File: config.mk
export PLATFORM = sky130hd
export DESIGN_NAME = fp_sum_win_avg
export DESIGN_NICKNAME = d
export VERILOG_FILES = /design/src/rtl/fp_sum_win_avg.sv
export SDC_FILE = /design/constraint.sdc
export NUM_CORES = 1
export LEC_CHECK = 0
export CAP_MARGIN = 25
export CELL_PAD_IN_SITES_DETAIL_PLACEMENT = 1
export CELL_PAD_IN_SITES_GLOBAL_PLACEMENT = 1
export CORE_MARGIN = 4
export CORE_UTILIZATION = 48
export CTS_BUF_LIST = sky130_fd_sc_hd__clkbuf_8
export DETAILED_ROUTE_END_ITERATION = 10
export PLACE_DENSITY = 0.86
export SYNTH_ARGS = -nofsm -noshare
export SYNTH_HDL_FRONTEND = slang
export SYNTH_SLANG_ARGS = --single-unit
export TNS_END_PERCENT = 50
File: constraint.sdc
create_clock -name clk -period 5.7 [get_ports clk]
set_clock_uncertainty 0.15 [all_clocks]
set_input_delay 0.57 -clock clk [delete_from_list [all_inputs] [get_ports clk]]
set_output_delay 0.57 -clock clk [all_outputs]
set_load 0.03 [all_outputs]
File: src/rtl/fp_sum_win_avg.sv
// Windowed averager behind the sumFp adder: sums 2^LOG2_N samples at full
// precision, then quantizes the window sum to S(NB_OUT,NBF_OUT) with saturation.
// Build option: FP_SUM_WIN_AVG_ROUND_EN selects round-half-up; otherwise floor.
//
// state   | meaning
// FILL    | accumulating samples of the current window
// EMIT    | quantizing the held window sum onto the outputs (one cycle)
module fp_sum_win_avg #(
    parameter int NB_IN   = 17,
    parameter int NBF_IN  = 14,
    parameter int LOG2_N  = 3,
    parameter int NB_OUT  = 9,
    parameter int NBF_OUT = 7
) (
    input  logic              clk,
    input  logic              i_rst_n,
    input  logic              i_valid,
    input  logic [NB_IN-1:0]  i_data,
    input  logic              i_clear,
    output logic [NB_OUT-1:0] o_data,
    output logic              o_valid,
    output logic              o_sat,
    output logic [LOG2_N-1:0] o_fill
);

    localparam int NB_ACC = NB_IN + LOG2_N;
    localparam int NB_Q   = NB_ACC + 1;
    localparam int SH     = LOG2_N + NBF_IN - NBF_OUT;

    // Window length is a power of two, so the last fill index is all ones.
    localparam logic [LOG2_N-1:0] FILL_LAST = '1;

    localparam logic signed [NB_Q-1:0] MAX_Q = {{(NB_Q-NB_OUT+1){1'b0}}, {(NB_OUT-1){1'b1}}};
    localparam logic signed [NB_Q-1:0] MIN_Q = {{(NB_Q-NB_OUT+1){1'b1}}, {(NB_OUT-1){1'b0}}};

`ifdef FP_SUM_WIN_AVG_ROUND_EN
    localparam logic [NB_Q-1:0] RND = {{(NB_Q-SH){1'b0}}, 1'b1, {(SH-1){1'b0}}};
`endif

    typedef enum logic {
        ST_FILL,
        ST_EMIT
    } state_t;

    state_t state, state_nxt;

    logic signed [NB_ACC-1:0] acc;
    logic signed [NB_ACC-1:0] hold;
    logic signed [NB_ACC-1:0] sample_ext;
    logic signed [NB_ACC-1:0] acc_sum;
    logic                     win_done;

    logic signed [NB_Q-1:0]   q_in;
    logic signed [NB_Q-1:0]   q_shift;
    logic [NB_OUT-1:0]        q_data;
    logic                     q_sat;

    assign sample_ext = {{LOG2_N{i_data[NB_IN-1]}}, i_data};
    assign acc_sum    = acc + sample_ext;
    // Clear wins over a sample, so a clearing cycle never completes a window.
    assign win_done   = i_valid && !i_clear && (o_fill == FILL_LAST);

    // State register.
    always_ff @(posedge clk or negedge i_rst_n) begin
        if (!i_rst_n) begin
            state <= ST_FILL;
        end else begin
            state <= state_nxt;
        end
    end

    // Next-state logic: EMIT always lasts exactly one cycle.
    always_comb begin
        state_nxt = state;
        case (state)
            ST_FILL: if (win_done) state_nxt = ST_EMIT;
            ST_EMIT: state_nxt = ST_FILL;
            default: state_nxt = ST_FILL;
        endcase
    end

    // Quantize the held sum: optional half-LSB bias, arithmetic shift, clamp.
    always_comb begin
        q_data = '0;
        q_sat  = 1'b0;
`ifdef FP_SUM_WIN_AVG_ROUND_EN
        q_in   = {hold[NB_ACC-1], hold} + RND;
`else
        q_in   = {hold[NB_ACC-1], hold};
`endif
        q_shift = q_in >>> SH;
        if (q_shift > MAX_Q) begin
            q_data = MAX_Q[NB_OUT-1:0];
            q_sat  = 1'b1;
        end else if (q_shift < MIN_Q) begin
            q_data = MIN_Q[NB_OUT-1:0];
            q_sat  = 1'b1;
        end else begin
            q_data = q_shift[NB_OUT-1:0];
        end
    end

    // Accumulator, fill counter and output registers; samples are taken in
    // both states so the stream never stalls.
    always_ff @(posedge clk or negedge i_rst_n) begin
        if (!i_rst_n) begin
            acc     <= '0;
            hold    <= '0;
            o_fill  <= '0;
            o_data  <= '0;
            o_sat   <= 1'b0;
            o_valid <= 1'b0;
        end else begin
            if (i_clear) begin
                acc    <= '0;
                o_fill <= '0;
            end else if (i_valid) begin
                if (o_fill == FILL_LAST) begin
                    hold   <= acc_sum;
                    acc    <= '0;
                    o_fill <= '0;
                end else begin
                    acc    <= acc_sum;
                    o_fill <= o_fill + LOG2_N'(1);
                end
            end
            o_valid <= (state == ST_EMIT);
            if (state == ST_EMIT) begin
                o_data <= q_data;
                o_sat  <= q_sat;
            end
        end
    end

endmodule

### Yosys cells after proc, flatten, opt, wreduce, memory -nomap -nowiden

Cells that the tools add are included.

| storage, ports and cells | value |
|---|---|
| bits of input ports | 21 |
| bits in registers | 55 |

| operators by class | value |
|---|---|
| $add $sub $neg | 2 |
| bitwise operators | 2 |
| reductions and logical operators | 5 |
| order comparisons | 2 |
| eq/ne operators | 1 |
| mux-type cells | 12 |

Operator list:

| kind | number |
|---|---|
| 20-bit two-way mux | 3 |
| 20-bit by 17-bit adder with 20-bit output | 1 |
| 9-bit two-way mux | 2 |
| 10-bit by 9-bit greater-than comparator with 1-bit output, second input constant | 1 |
| 10-bit by 9-bit less-than comparator with 1-bit output, second input constant | 1 |
| 3-bit two-way mux | 3 |
| 3-bit by 1-bit adder with 3-bit output, second input constant | 1 |
| 3-bit == test, second input constant | 1 |
| 1-bit two-way mux | 3 |
| 3-bit AND reduction | 1 |
| 1-bit logical AND | 2 |
| 1-bit NOT | 2 |
| 1-bit one-hot mux with 2 select lines | 1 |
| 2-bit nonzero test | 1 |
| 1-bit zero test | 1 |

### Depth between registers and ports, before layout

Gate-level depths: netlist (run 1).

| logic depth | value |
|---|---|
| depth in word-level cells | 5 |
| gate-level depth with buffers | 10 |
| depth with buffers taken out | 10 |

### Worst setup path after synthesis (run 1)

No wires, ideal clock.

| timing path | value |
|---|---|
| path kind | input port to flip-flop |
| start | input port i_data[0] |
| end | register acc[14] |
| arrival time | 2.312 ns |
| buffers on the path | 0 |
| setup time | 0.130 ns |
| cell stages on the path | 10 |
| slack | 3.108 ns |
| path through | ha_1 > inv_1 > fa_1 > nor2b_1 > o21ai_0 > o21ai_0 > a31oi_1 > o21ai_0 > xnor2_1 > o21ai_0 |

| between the ends | value |
|---|---|
| longest elaborated chain between the ends | 4 |

RTL lines:

| item | line | text |
|---|---|---|
| from (decl) | 18 | `input logic [NB_IN-1:0] i_data,` |
| 20-bit by 17-bit adder with 20-bit output | 59 | `assign acc_sum = acc + sample_ext;` |
| 20-bit two-way mux | 118 | `if (o_fill == FILL_LAST) begin` |
| 20-bit two-way mux | 117 | `end else if (i_valid) begin` |
| 20-bit two-way mux | 114 | `if (i_clear) begin` |
| to (signal assigned) | 123 | `acc <= acc_sum;` |
| to (decl) | 47 | `logic signed [NB_ACC-1:0] acc;` |

No other way between the ends. The select of a mux whose other input is x is not followed.
A chain may end at the register's enable or synchronous reset.

### Worst setup path after layout (run 1)

| timing path | value |
|---|---|
| start | input port i_data[0] |
| end | register hold[14] |

| between the ends | value |
|---|---|
| longest elaborated chain between the ends | 1 |

RTL lines:

| item | line | text |
|---|---|---|
| 20-bit by 17-bit adder with 20-bit output | 59 |  |
| to (signal assigned) | 119 | `hold <= acc_sum;` |
| to (decl) | 48 | `logic signed [NB_ACC-1:0] hold;` |

No other way between the ends.

==> flow_metrics.tcl, run 1 <==
set metrics [dict create \
    ctsRootBufferMaster "clkbuf_8" \
    p_per_area_mw_per_mm2 273 \
    synth_mux_area_frac 0.0479 \
    synth_top_family_by_area "compound AO/OA/AOI/OAI gates" \
    regArea_sq_mm 0.00113 \
    antenna_found_initial 0 \
    drt-wirelength-per-cell_um 17.3 \
    vias_per_cell 5.86 \
    cts-htree-levels 2 \
    core-area_sq_mm 0.00554 \
    slew_violations 0 \
    worstSetupStartpointType "primary input" \
    drive_gt1_frac 0.0945 \
    initial_core_util 0.499 \
    max_freq_mhz 312 \
    ys_seq_area_frac 0.407 \
    synth_cells 296 \
    fp.dieH_um 83.9 \
    synthXorXnorAreaFrac 0.0620 \
    clock_path_buffers 2 \
    ys_warn_count 0 \
    multi_input_area_sq_mm 0.00159 \
    slowest_stage "clkdlybuf4s50_1" \
    worstSetupPathType "in2reg" \
    arrival_ns 3.20 \
    grt_start_max_net_pins 46 \
    grt.overflow.total 0 \
    drtAntennaViolNets 0 \
    synth_compound_area_frac 0.185 \
    syn-num-nets 339 \
    path_cells "clkdlybuf4s50_1 -> ha_1 -> inv_1 -> fa_1 -> nor2b_1 -> o21ai_0 -> o21ai_0 -> a31oi_1 -> o21ai_0 -> xnor2_1 -> o21ai_0" \
    n_antenna_cell 0 \
    rows 27 \
    period_share 0.562 \
    slowest_delay_ns 0.46 \
    syn_to_final_growth_pct 18.7 \
    die_area_sq_mm 0.00704 \
    yosys.area_share.simple 0.175 \
    power.leakage_nw 1.47 \
    synth_edf_count 0 \
    setup_tns_ns 0 \
    final-hold-violation-count 0 \
    syn_area_per_cell_sq_um 9.35 \
    synth_fa_ha_area_frac 0.102 \
    hp-class "in2async" \
    yosys.area.top_type "dfrtp_1" \
    insertion_delay_ns 0.31 \
    path_clk_slew_ns 0.09 \
    final_nets 370 \
    dr.pass1.iters 4 \
    status "completed" \
    synth_area_sq_mm 0.00277 \
    dp.cells 391 \
    vdd_drop_max_mv 0.147 \
    synth_top_cells_by_area "dfrtp_1 (41%), ha_1 (9.5%), nand2_1 (6.8%), o21ai_0 (6.0%), a21oi_1 (4.5%)" \
    place_congestion 0.881 \
    vias 2342 \
    drc 0 \
    num-fill-cells 660 \
    required_ns 5.69 \
    finalNonFillerCells 400 \
    final_util 0.593 \
    cp-end-kind "register" \
    grt_pass1_vias 2390 \
    fin_hold_ws_ns 0.0543 \
    post-route-min-period_ns 3.21 \
    cts_tree "done" \
    cts.sinks 45 \
    rsz0062_at_grt "no" \
    pin_count 35 \
    die_w_um 83.9 \
    port_buffers 34 \
    tightest_slew_ns 0.933 \
    synth-main-ff-cell "dfrtp_1" \
    cts-buffers-inserted 5 \
    synth_seq_cells 45 \
    cp_common_cell "o21ai_0" \
    drv_cap 0 \
    setup_viol 0 \
    grt.total_usage 0.204 \
    grt_pass1_wl_um 11800 \
    async_flop_share 1.00 \
    dp_hpwl_um 5020 \
    ctsHoldBuffers 0 \
    power.total_w 0.000897 \
    drt_iter0_markers 83 \
    yosysUniqueCellTypes 52 \
    cts_setup_buffers 0 \
    worstPathMaxFanout 4 \
    slew_headroom 0.377 \
    drt_wl_total_um 6930 \
    cts-resized-gates 0 \
    synth.top_cell.area_share 0.407 \
]
-- cell usage in the layout, fill, tap and decap left out, drive strengths merged, types with 2 or more instances in the layout --
master	netlist	routed
clkbuf	8	5
or4b	2	2
nor2b	4	4
nand3	5	5
xnor2	8	8
or3	2	2
and3	3	3
mux2i	2	2
a311oi	2	2
xor2	9	9
a21o	2	2
nand2	50	50
clkdlybuf4s50	0	33
buf	3	2
o211ai	2	2
nand4	2	2
ha	21	21
dfrtp	45	45
a31oi	5	5
mux2	10	10
nor2	19	19
a22o	2	2
a21oi	27	27
o21ai	34	34
inv	4	5
nand2b	3	3
or3b	2	2
-- logic make-up (layout without fill, tap and decap cells) --
logic type,count (synthesis),after routing
buffers and inverters,15,47
adder cells (fa/ha/maj),22,22
AND/OR/NAND/NOR,100,100
multiplexers,12,12
XOR/XNOR,18,18
flip-flops,45,45
AO/OA/AOI/OAI,84,84
-- per-layer routing --
metal / routed length [um] / GRT usage / share of wire / vias to the layer above
li1: - / - / - / 1120
met1: 3220 / 0.272 / 0.46 / 1177
met2: 3420 / 0.335 / 0.49 / 34
met3: 198 / 0.0454 / 0.029 / 11
met4: 95 / 0.0556 / 0.014 / 0
met5: 0 / 0 / 0 / -
-- cells in the mapped netlist (all sizes together), types with 2 or more instances --
library cell and number:
a21o 2, a21oi 27, a22o 2, a311oi 2, a31oi 5, and3 3, buf 3, clkbuf 8
dfrtp 45, ha 21, inv 4, mux2 10, mux2i 2, nand2 50, nand2b 3, nand3 5
nand4 2, nor2 19, nor2b 4, o211ai 2, o21ai 34, or3 2, or3b 2, or4b 2
xnor2 8, xor2 9
-- worst max-delay path, delay by kind of cell --
family / cells / cell delay [ns]
AO/OA/AOI/OAI: 5 / 1.23
XOR/XNOR: 1 / 0.18
AND/OR/NAND/NOR: 1 / 0.12
adder cells (fa/ha/maj): 2 / 0.58
buffers and inverters: 2 / 0.52
-- worst paths after layout --
check	start	to	slack [ns]	cells after the start
min	i_rst_n	o_fill[2]	0.05	1
min in group clk	acc[6]	acc[6]	0.35	2
max in group asynchronous	i_rst_n	hold[12]	4.84	2
min reg2reg	acc[6]	acc[6]	0.35	2
max	i_data[0]	hold[14]	2.49	11
max reg2reg	acc[0]	hold[14]	2.83	10
-- power breakdown --
| group | switching (W) | internal, W | total (W) |
|---|---|---|---|
| Sequential | 0.0000166 | 0.000344 | 0.000360 |
| Combinational | 0.000169 | 0.000121 | 0.000290 |
| Clock | 0.000116 | 0.000130 | 0.000246 |
| Total | 0.000302 | 0.000595 | 0.000897 |
-- registers in the layout (all words and copies together), names as in the netlist --
name / count
o_valid: 1
acc: 20
state: 1
o_sat: 1
o_data: 9
hold: 10
o_fill: 3
-- through the flow --
step                      area, sq um  worst slack, ns
after floorplan                  2770             3.11
after global placement           3150             2.34
after detailed placement         3150             2.23
after CTS                        3260             2.49
after global routing             3280             2.22
final                            3280             2.49
-- final cells by class --
| cell class | instances | area share |
|---|---|---|
| Inverter | 4 | 0.00457 |
| Clock buffer | 5 | 0.0210 |
| Timing Repair Buffer | 35 | 0.108 |
| Clock inverter | 3 | 0.0130 |
| Sequential cell | 45 | 0.343 |
| Multi-Input combinational cell | 236 | 0.483 |
| Tap cell | 72 | 0.0274 |
(Power assumes the default switching activity.)
==> run 2, diff against run 1 <==
--- a/config.mk
+++ b/config.mk
@@ -9,10 +9,10 @@
 export CELL_PAD_IN_SITES_DETAIL_PLACEMENT = 1
 export CELL_PAD_IN_SITES_GLOBAL_PLACEMENT = 1
 export CORE_MARGIN = 4
-export CORE_UTILIZATION = 48
+export CORE_UTILIZATION = 40
 export CTS_BUF_LIST = sky130_fd_sc_hd__clkbuf_8
 export DETAILED_ROUTE_END_ITERATION = 10
-export PLACE_DENSITY = 0.86
+export PLACE_DENSITY = 0.77
 export SYNTH_ARGS = -nofsm -noshare
 export SYNTH_HDL_FRONTEND = slang
 export SYNTH_SLANG_ARGS = --single-unit
==> constraint.sdc (replaced) <==
create_clock -name clk -period 2.7 [get_ports clk]
set_clock_uncertainty 0.15 [all_clocks]
set_input_delay 0.27 -clock clk [delete_from_list [all_inputs] [get_ports clk]]
set_output_delay 0.27 -clock clk [all_outputs]
set_load 0.03 [all_outputs]
==> run 2 against run 1 <==
Register-to-register slack worse by 2.7 ns. Final area is 9.1% higher. Critical path type unchanged. Setup slack worse by 2.4 ns.
==> flow_metrics.tcl, run 2 (synthesized netlist as in run 1, its figures left out) <==
set metrics [dict create \
    max_freq_mhz 385 \
    grt_start_max_net_pins 26 \
    dp_hpwl_um 5420 \
    place_area_sq_mm 0.00347 \
    final_common_cell "nand2_1" \
    rsz0062_at_grt "yes" \
    die_area_sq_mm 0.00831 \
    status "completed" \
    vdd_drop_max_mv 0.332 \
    post-route-min-period_ns 2.60 \
    grt_pass1_vias 2555 \
    arrival_ns 2.64 \
    num-fill-cells 789 \
    ff2ff_setup_slack_ns 0.12 \
    largest_reg_flops 20 \
    p_per_area_mw_per_mm2 547 \
    pin_count 35 \
    core-area_sq_mm 0.00676 \
    required_ns 2.74 \
    cts_tree "done" \
    syn_to_final_growth_pct 29.5 \
    fp.dieH_um 91.2 \
    slew_headroom 0.655 \
    drt_wl_total_um 7060 \
    die_w_um 91.2 \
    drv_cap 0 \
    cp-end-kind "register" \
    cts-buffers-inserted 5 \
    slew_violations 0 \
    power.leakage_nw 1.65 \
    insertion_delay_ns 0.31 \
    stdcell_area_sq_mm 0.00358 \
    reg.largest.list "acc x20, hold x10, o_data x9" \
    antenna_found_initial 0 \
    tightest_slew_ns 0.518 \
    hp-class "in2async" \
    drtAntennaViolNets 0 \
    grt.overflow.total 0 \
    cts.sinks 45 \
    worstSetupPathType "in2reg" \
    vias_per_cell 5.42 \
    period_share 0.963 \
    worstSetupStartpointType "primary input" \
    regToRegEndpoint "hold[10]" \
    cts-htree-levels 2 \
    drc 0 \
    final_cell_mix "nand2_1 (50), dfrtp_1 (45), buf_4 (42), clkdlybuf4s50_1 (33), o21ai_0 (29)" \
    rows 30 \
    drive_gt1_frac 0.197 \
    dp.cells 441 \
    final_nets 412 \
    worstPathMaxFanout 5 \
    finalNonFillerCells 450 \
    r2r_cells 9 \
    place_congestion 0.834 \
    r2r-start "acc[4]" \
    grt.total_usage 0.180 \
    top_register "acc" \
    n_antenna_cell 0 \
    drt_iter0_markers 94 \
    clock_path_buffers 2 \
    vias 2440 \
    power.total_w 0.00196 \
    initial_core_util 0.409 \
    dr.pass1.iters 4 \
    ctsRootBufferMaster "clkbuf_8" \
    path_clk_slew_ns 0.10 \
    port_buffers 34 \
    drt-wirelength-per-cell_um 15.7 \
    grt_pass1_wl_um 12100 \
    final-hold-violation-count 0 \
    setup_viol 0 \
]
run 2: cell types whose count changed in the layout (fill, tap and decap cells not counted), moves of 2 or more:
cell	before	now
clkinvlp_4	0	2
buf_4	0	42
o21ai_0	33	29
o21ai_1	1	5
run 2: layer usage:
metal / global-route usage / vias up / part of all wire
li1: - / 1199 / -
met1: 0.229 / 1194 / 0.46
met2: 0.311 / 36 / 0.50
met3: 0.0356 / 11 / 0.024
met4: 0.0503 / 0 / 0.018
met5: 0 / - / 0
run 2: what timing repair did:
| item | in CTS | in global routing |
|---|---|---|
| resized for setup | 1 | 5 |
| endpoints found under the hold margin | 20 | 0 |
| hold buffers | 1 | 0 |
| setup buffers | 0 | 0 |
| pin swaps | 0 | 2 |
| setup endpoints to repair | 4 | 9 |
run 2: layout make-up:
class | count | area, sq um | share of cell area
clock buffers | 5 | 68.8 | 0.0192
flip-flops and latches | 45 | 1130 | 0.314
repair buffers | 77 | 661 | 0.184
multi-input cells | 236 | 1590 | 0.445
well taps | 80 | 100 | 0.0279
inverters | 4 | 15.0 | 0.00419
clock inverters | 3 | 18.8 | 0.00524
run 2: through the flow:
step / setup TNS (ns) / hold slack, ns / util / setup slack (ns)
2_1_floorplan: 0 / -0.176 / - / 0.346
3_3_place_gp: -1.29 / 0.132 / 0.514 / -0.176
3_5_place_dp: -2.70 / 0.137 / 0.514 / -0.242
4_1_cts: 0 / 0.332 / 0.530 / 0.0157
5_1_grt: -0.0381 / 0.328 / 0.530 / -0.0221
6_report: 0 / 0.310 / 0.530 / 0.0997
run 2: worst max-delay path by stage:
stage	start	end	slack (ns)	depth (start not counted)
after global placement	i_data[0]	acc[10]	-0.18	12
after global routing	i_data[0]	acc[12]	-0.02	12
after CTS	i_data[0]	acc[14]	0.02	12
after floorplan	acc[0]	acc[14]	0.35	10
final	i_data[4]	hold[10]	0.1	10
after detailed placement	i_data[0]	hold[10]	-0.24	12
run 2: where the power goes:
group	switching (W)	leakage [nW]	internal, W
Combinational	0.000394	0.994	0.000382
Sequential	0.0000339	0.614	0.000726
Clock	0.000247	0.0416	0.000179
run 2: critical path, stage by stage:
cell	delay, ns
clkdlybuf4s50_1	0.41
ha_1	0.38
a21o_1	0.22
a21oi_1	0.17
o21ai_0	0.13
buf_4	0.17
a311oi_2	0.33
xor2_1	0.31
buf_4	0.18
o21ai_0	0.06
